### src/rtl/ik_sched_pkg.sv
// Shared types and defaults for the IK leg scheduler: FSM state encoding,
// default leg count, watchdog limit and watchdog counter width.
package ik_sched_pkg;

    typedef enum logic [2:0] {
        ST_IDLE   = 3'd0,
        ST_SELECT = 3'd1,
        ST_ISSUE  = 3'd2,
        ST_WAIT   = 3'd3,
        ST_FINISH = 3'd4
    } sched_state_t;

    localparam int DEF_N_LEGS         = 6;
    localparam int DEF_TIMEOUT_CYCLES = 255;
    localparam int WD_CNT_W           = 8;

endpackage

### src/rtl/leg_priority_enc.sv
// Combinational lowest-set-bit encoder used to choose the next leg to solve.
module leg_priority_enc #(
    parameter int N_LEGS = 6,
    parameter int IDX_W  = $clog2(N_LEGS)
)(
    input  logic [N_LEGS-1:0] mask,
    output logic [IDX_W-1:0]  index,
    output logic              any
);

    always_comb begin
        index = '0;
        // Scanning downwards lets the lowest set bit overwrite any higher one.
        for (int i = N_LEGS - 1; i >= 0; i--) begin
            if (mask[i]) begin
                index = i[IDX_W-1:0];
            end
        end
    end

    assign any = |mask;

endmodule

### src/rtl/ik_leg_scheduler.sv
// Sequences a batch of legs through one shared IK core in ascending index order.
// Optional WAIT watchdog is compiled in when IK_SCHED_TIMEOUT_EN is defined.
//
// state  | meaning
// IDLE   | waiting for START; mask latched on acceptance
// SELECT | pick lowest pending leg, or finish when none left
// ISSUE  | CORE_START held until CORE_READY
// WAIT   | waiting for CORE_DONE (or watchdog expiry)
// FINISH | one-cycle BATCH_DONE pulse
module ik_leg_scheduler
    import ik_sched_pkg::*;
#(
    parameter int N_LEGS         = DEF_N_LEGS,
    parameter int N_LEGS_SIZE    = $clog2(N_LEGS),
    parameter int TIMEOUT_CYCLES = DEF_TIMEOUT_CYCLES
)(
    input  logic                   CLK,
    input  logic                   RST,
    input  logic                   START,
    input  logic                   ABORT,
    input  logic [N_LEGS-1:0]      LEG_MASK,
    input  logic                   CORE_READY,
    input  logic                   CORE_DONE,
    output logic                   CORE_START,
    output logic [N_LEGS_SIZE-1:0] CORE_LEG_SEL,
    output logic                   BUSY,
    output logic                   BATCH_DONE,
    output logic [N_LEGS-1:0]      LEG_DONE_MASK,
    output logic                   TIMEOUT
);

    sched_state_t state_q, state_d;

    logic [N_LEGS-1:0]      pending_q;
    logic [N_LEGS-1:0]      done_mask_q;
    logic [N_LEGS_SIZE-1:0] leg_sel_q;
    logic [N_LEGS_SIZE-1:0] pick_idx;
    logic                   pick_any;
    logic                   start_accept;
    logic                   leg_retire;

    leg_priority_enc #(
        .N_LEGS (N_LEGS),
        .IDX_W  (N_LEGS_SIZE)
    ) u_prio (
        .mask  (pending_q),
        .index (pick_idx),
        .any   (pick_any)
    );

    assign start_accept = (state_q == ST_IDLE) && START && !ABORT;

`ifdef IK_SCHED_TIMEOUT_EN
    localparam logic [WD_CNT_W-1:0] WD_LIMIT = WD_CNT_W'(TIMEOUT_CYCLES - 1);

    logic [WD_CNT_W-1:0] wd_cnt_q;
    logic                timeout_q;
    logic                wd_expire;

    // CORE_DONE on the limit cycle wins, so expiry requires its absence.
    assign wd_expire  = (state_q == ST_WAIT) && !CORE_DONE && (wd_cnt_q == WD_LIMIT);
    assign leg_retire = (state_q == ST_WAIT) && (CORE_DONE || wd_expire);

    always_ff @(posedge CLK or posedge RST) begin
        if (RST) begin
            wd_cnt_q  <= '0;
            timeout_q <= 1'b0;
        end else begin
            if (state_q == ST_ISSUE && CORE_READY) begin
                wd_cnt_q <= '0;
            end else if (state_q == ST_WAIT) begin
                wd_cnt_q <= wd_cnt_q + 1'b1;
            end
            if (start_accept) begin
                timeout_q <= 1'b0;
            end else if (wd_expire && !ABORT) begin
                timeout_q <= 1'b1;
            end
        end
    end

    assign TIMEOUT = timeout_q;
`else
    logic unused_timeout_cfg;

    assign leg_retire         = (state_q == ST_WAIT) && CORE_DONE;
    assign TIMEOUT            = 1'b0;
    assign unused_timeout_cfg = ^TIMEOUT_CYCLES;
`endif

    always_ff @(posedge CLK or posedge RST) begin
        if (RST) begin
            state_q <= ST_IDLE;
        end else begin
            state_q <= state_d;
        end
    end

    always_comb begin
        state_d = state_q;
        case (state_q)
            ST_IDLE:   if (START) state_d = ST_SELECT;
            ST_SELECT: state_d = pick_any ? ST_ISSUE : ST_FINISH;
            ST_ISSUE:  if (CORE_READY) state_d = ST_WAIT;
            ST_WAIT:   if (leg_retire) state_d = ST_SELECT;
            ST_FINISH: state_d = ST_IDLE;
            default:   state_d = ST_IDLE;
        endcase
        if (ABORT) begin
            state_d = ST_IDLE;
        end
    end

    always_ff @(posedge CLK or posedge RST) begin
        if (RST) begin
            pending_q   <= '0;
            done_mask_q <= '0;
            leg_sel_q   <= '0;
        end else if (ABORT) begin
            pending_q <= '0;
        end else begin
            if (start_accept) begin
                pending_q   <= LEG_MASK;
                done_mask_q <= '0;
            end
            if (state_q == ST_SELECT && pick_any) begin
                leg_sel_q <= pick_idx;
            end
            // A watchdog-retired leg leaves pending without being marked done.
            if (leg_retire) begin
                pending_q[leg_sel_q] <= 1'b0;
                if (CORE_DONE) begin
                    done_mask_q[leg_sel_q] <= 1'b1;
                end
            end
        end
    end

    assign CORE_START    = (state_q == ST_ISSUE);
    assign BUSY          = (state_q != ST_IDLE);
    assign BATCH_DONE    = (state_q == ST_FINISH);
    assign CORE_LEG_SEL  = leg_sel_q;
    assign LEG_DONE_MASK = done_mask_q;

endmodule

### config.mk
export PLATFORM = sky130hd
export DESIGN_NAME = ik_leg_scheduler
export DESIGN_NICKNAME = d
export VERILOG_FILES = /design/src/rtl/ik_sched_pkg.sv /design/src/rtl/leg_priority_enc.sv /design/src/rtl/ik_leg_scheduler.sv
export SDC_FILE = /design/constraint.sdc
export NUM_CORES = 1
export LEC_CHECK = 0
export BUFFER_PORTS_ARGS = -buffer_cell sky130_fd_sc_hd__buf_2
export CORE_MARGIN = 3
export CORE_UTILIZATION = 47
export CTS_BUF_LIST = sky130_fd_sc_hd__clkbuf_4 sky130_fd_sc_hd__clkbuf_8
export CTS_CLUSTER_DIAMETER = 100
export CTS_CLUSTER_SIZE = 40
export DETAILED_ROUTE_END_ITERATION = 10
export HOLD_SLACK_MARGIN = 0.1
export PLACE_DENSITY = 0.76
export RECOVER_POWER = 50
export SKIP_CTS_REPAIR_TIMING = 1
export SLEW_MARGIN = 20
export SYNTH_ARGS = -nofsm -noshare
export SYNTH_HDL_FRONTEND = slang
export SYNTH_SLANG_ARGS = --single-unit
### constraint.sdc
create_clock -name CLK -period 1.9 [get_ports CLK]
set_clock_uncertainty 0.15 [all_clocks]
set_input_delay 0.38 -clock CLK [delete_from_list [all_inputs] [get_ports CLK]]
set_output_delay 0.38 -clock CLK [all_outputs]
set_load 0.05 [all_outputs]
==> results.sh <==
export IMPL_power_share_clock_pct=20.2
export IMPL_start_util_pct=50.78
export IMPL_power_density_nw_per_um2=1026
export IMPL_power_switching_uw=471.0
export IMPL_synth_seq_cells=18
export IMPL_path_delay_family="flip-flops"
export IMPL_wl_per_cell_um=14.36
export IMPL_insertion_delay_ps=300
export IMPL_crit_required_ps=1370
export IMPL_grtUsageTotal_pct=17.05
export IMPL_drv_cap=0
export IMPL_cp_max_fo=8
export IMPL_status="completed"
export IMPL_grt_util_met1_pct=21.51
export IMPL_yosysSeqAreaShare_pct=50.28
export IMPL_firstDrtPassIters=3
export IMPL_slowest_delay_ps=460
export IMPL_cts_root_buf="clkbuf_4"
export IMPL_cp_slowest_cell="dfrtp_2"
export IMPL_syn_area_um2=895.9
export IMPL_gp_congestion=0.7393
export IMPL_viasPerCell=5.453
export IMPL_routed_wl_um=1968
export IMPL_synthToLayoutAreaGrowth_pct=27.23
export IMPL_synth_edf_count=0
export IMPL_hold_viol_final=0
export IMPL_final_core_util_pct=64.61
export IMPL_criticalPathCategory="flip-flop to output pin"
export IMPL_chipWidth_um=49.66
export IMPL_synth_nets=93
export IMPL_worst_pin_slew_ps=667.5
export IMPL_timing_hold_ws_ps=232.3
export IMPL_drt_iter0_markers=8
export IMPL_vias=747
export IMPL_yosysMostFrequentCell="dfrtp_1"
export IMPL_swShare_pct=40.26
export IMPL_path_buf_inv=1
export IMPL_grt_util_met2_pct=28.19
export IMPL_grt_overflow=0
export IMPL_min_period_over_period_pct=96.95
export IMPL_diodes=0
export IMPL_cts_sinks=18
export IMPL_syn_inst=81
export IMPL_ir_drop_v=0.0007759
export IMPL_crit_chain="or3_1, buf_4"
export IMPL_antenna_left=0
export IMPL_ys_async_sr_fraction_pct=100.0
export IMPL_p_leak_nw=0.5573
export IMPL_avgSynthCellArea_um2=11.06
export IMPL_rows=15
export IMPL_relSlewSlack_pct=55.45
export IMPL_cp_arrival_ps=1310
export IMPL_pin_count=25
export IMPL_die_height_um=49.66
export IMPL_grt_busiest_layer="met2"
export IMPL_combPwrFrac_pct=36.4
export IMPL_dp_final_hpwl_um=1427
export IMPL_start_kind="flip-flop"
export IMPL_grt_max_degree=19
export IMPL_drc=0
export IMPL_setup_violations_final=0
export IMPL_pwr_share_seq_pct=43.5
export IMPL_grt_pass1_vias=709
export IMPL_fmax_ghz=0.5429
export IMPL_clock_path_buffers=2
export IMPL_drv_slew=0
export IMPL_grt_use_met3_pct=3.625
export IMPL_yosys_top_cells_count="dfrtp_1, a211oi_1, mux2i_1"
export IMPL_die_area_um2=2466
export IMPL_final_nets=125
export IMPL_fin_crit_ps=1842
export IMPL_end_kind="output pin"
export IMPL_grt_first_pass_wirelength_um=3180
export IMPL_htree_levels=1
export IMPL_cts_tree="done"
export IMPL_cts_buffers=3
export IMPL_antenna_found_initial=0
export IMPL_rrSetupSlack_ps=170
export IMPL_yosys_top_cells_area="dfrtp_1, mux2i_1, a211oi_1"
export IMPL_clk_pin_slew_ps=90
export IMPL_synth_top_area_share_pct=50.28
export IMPL_coreArea_um2=1764
export IMPL_ys_types=27
export IMPL_yosysTopAreaCell="dfrtp_1"
export IMPL_portBuffers=23
export IMPL_hold_class="primary input to flip-flop"
export IMPL_layout_drive_gt1_share_pct=35.71
export IMPL_internal_power_uw=698.7
export IMPL_synth_flop_cell="dfrtp_1"
export IMPL_yosys_warnings=0
layer usage:
layer  part of all wire, %  routed length (µm)
met5                     0                   0
met4                   1.7                  34
met3                   4.2                  82
met2                    47                 932
met1                    47                 919
worst register-to-register path: stages, from the launching register on:
cell	delay, ps
dfrtp_2	460
buf_4	150
nor4b_4	350
buf_4	210
mux2i_1	210
a211oi_1	70
sequential cells by signal, summed over array words and instances (netlist names):
| register | flops |
|---|---|
| LEG_DONE_MASK | 6 |
| pending_q | 6 |
| CORE_LEG_SEL | 3 |
| state_q | 3 |
power groups by stage:
stage	combinational (mW)	sequential, mW	clock (mW)
after global placement	0.400	0.513	0
after floorplan	0.216	0.598	0
final	0.425	0.508	0.236
after global routing	0.456	0.520	0.258
after CTS	0.406	0.509	0.240
after detailed placement	0.405	0.517	0
cell usage in the layout, fill, tap and decap left out, drive strengths merged:
| cell type | count |
|---|---|
| nor3 | 2 |
| nor2 | 5 |
| nand2 | 2 |
| a32o | 2 |
| o21ai | 3 |
| a21oi | 2 |
| inv | 3 |
| or3 | 1 |
| nand2b | 1 |
| or2 | 1 |
| or4 | 1 |
| conb | 1 |
| nor4b | 2 |
| or3b | 1 |
| nor2b | 5 |
| dlygate4sd3 | 1 |
| a22o | 5 |
| mux2i | 7 |
| o31ai | 1 |
| dfrtp | 18 |
| clkbuf | 8 |
| nor3b | 4 |
| nand4b | 1 |
| a211oi | 8 |
| buf | 27 |
area by class of cell:
class	instances	area [µm²]
Timing Repair Buffer	32	186.4
Multi-Input combinational cell	55	420.4
Fill cell	161	624.3
Clock buffer	4	36.28
Inverter	3	11.26
Tap cell	25	31.28
Sequential cell	18	454.2
path summary, 6_finish.rpt:
path	from	to	depth (start not counted)
worst min-delay path	CORE_DONE	state_q[1]	4
worst max-delay path	state_q[0]	BUSY	2
worst min register to register	LEG_DONE_MASK[4]	LEG_DONE_MASK[4]	1
worst max register to register	state_q[0]	pending_q[4]	5
max in group asynchronous	RST	state_q[2]	3
min in group asynchronous	RST	CORE_LEG_SEL[1]	3
through the flow:
| stage | std cells | setup TNS (ps) | setup WS [ps] | total power [mW] | area, µm² |
|---|---|---|---|---|---|
| after global routing | 137 | -2.600 | -2.600 | 1.234 | 1140 |
| after detailed placement | 127 | 0 | 194.1 | 0.9213 | 1051 |
| after global placement | 127 | 0 | 253.3 | 0.9131 | 1051 |
| after CTS | 131 | -68.28 | -57.46 | 1.155 | 1087 |
| after floorplan | 81 | 0 | 16.53 | 0.8143 | 905.9 |
| final | 137 | 0 | 57.97 | 1.170 | 1140 |
cells by family (layout without fill, tap and decap cells):
logic type | after synthesis | count (layout) | share of synthesized area, %
compound gates | 21 | 21 | 17.46
buf+inv | 8 | 39 | 3.910
flops | 18 | 18 | 50.28
mux | 7 | 7 | 7.822
other cells | 1 | 1 | 0.4186
simple gates | 26 | 26 | 20.11
No activity file was read; power rests on OpenSTA's default activity.
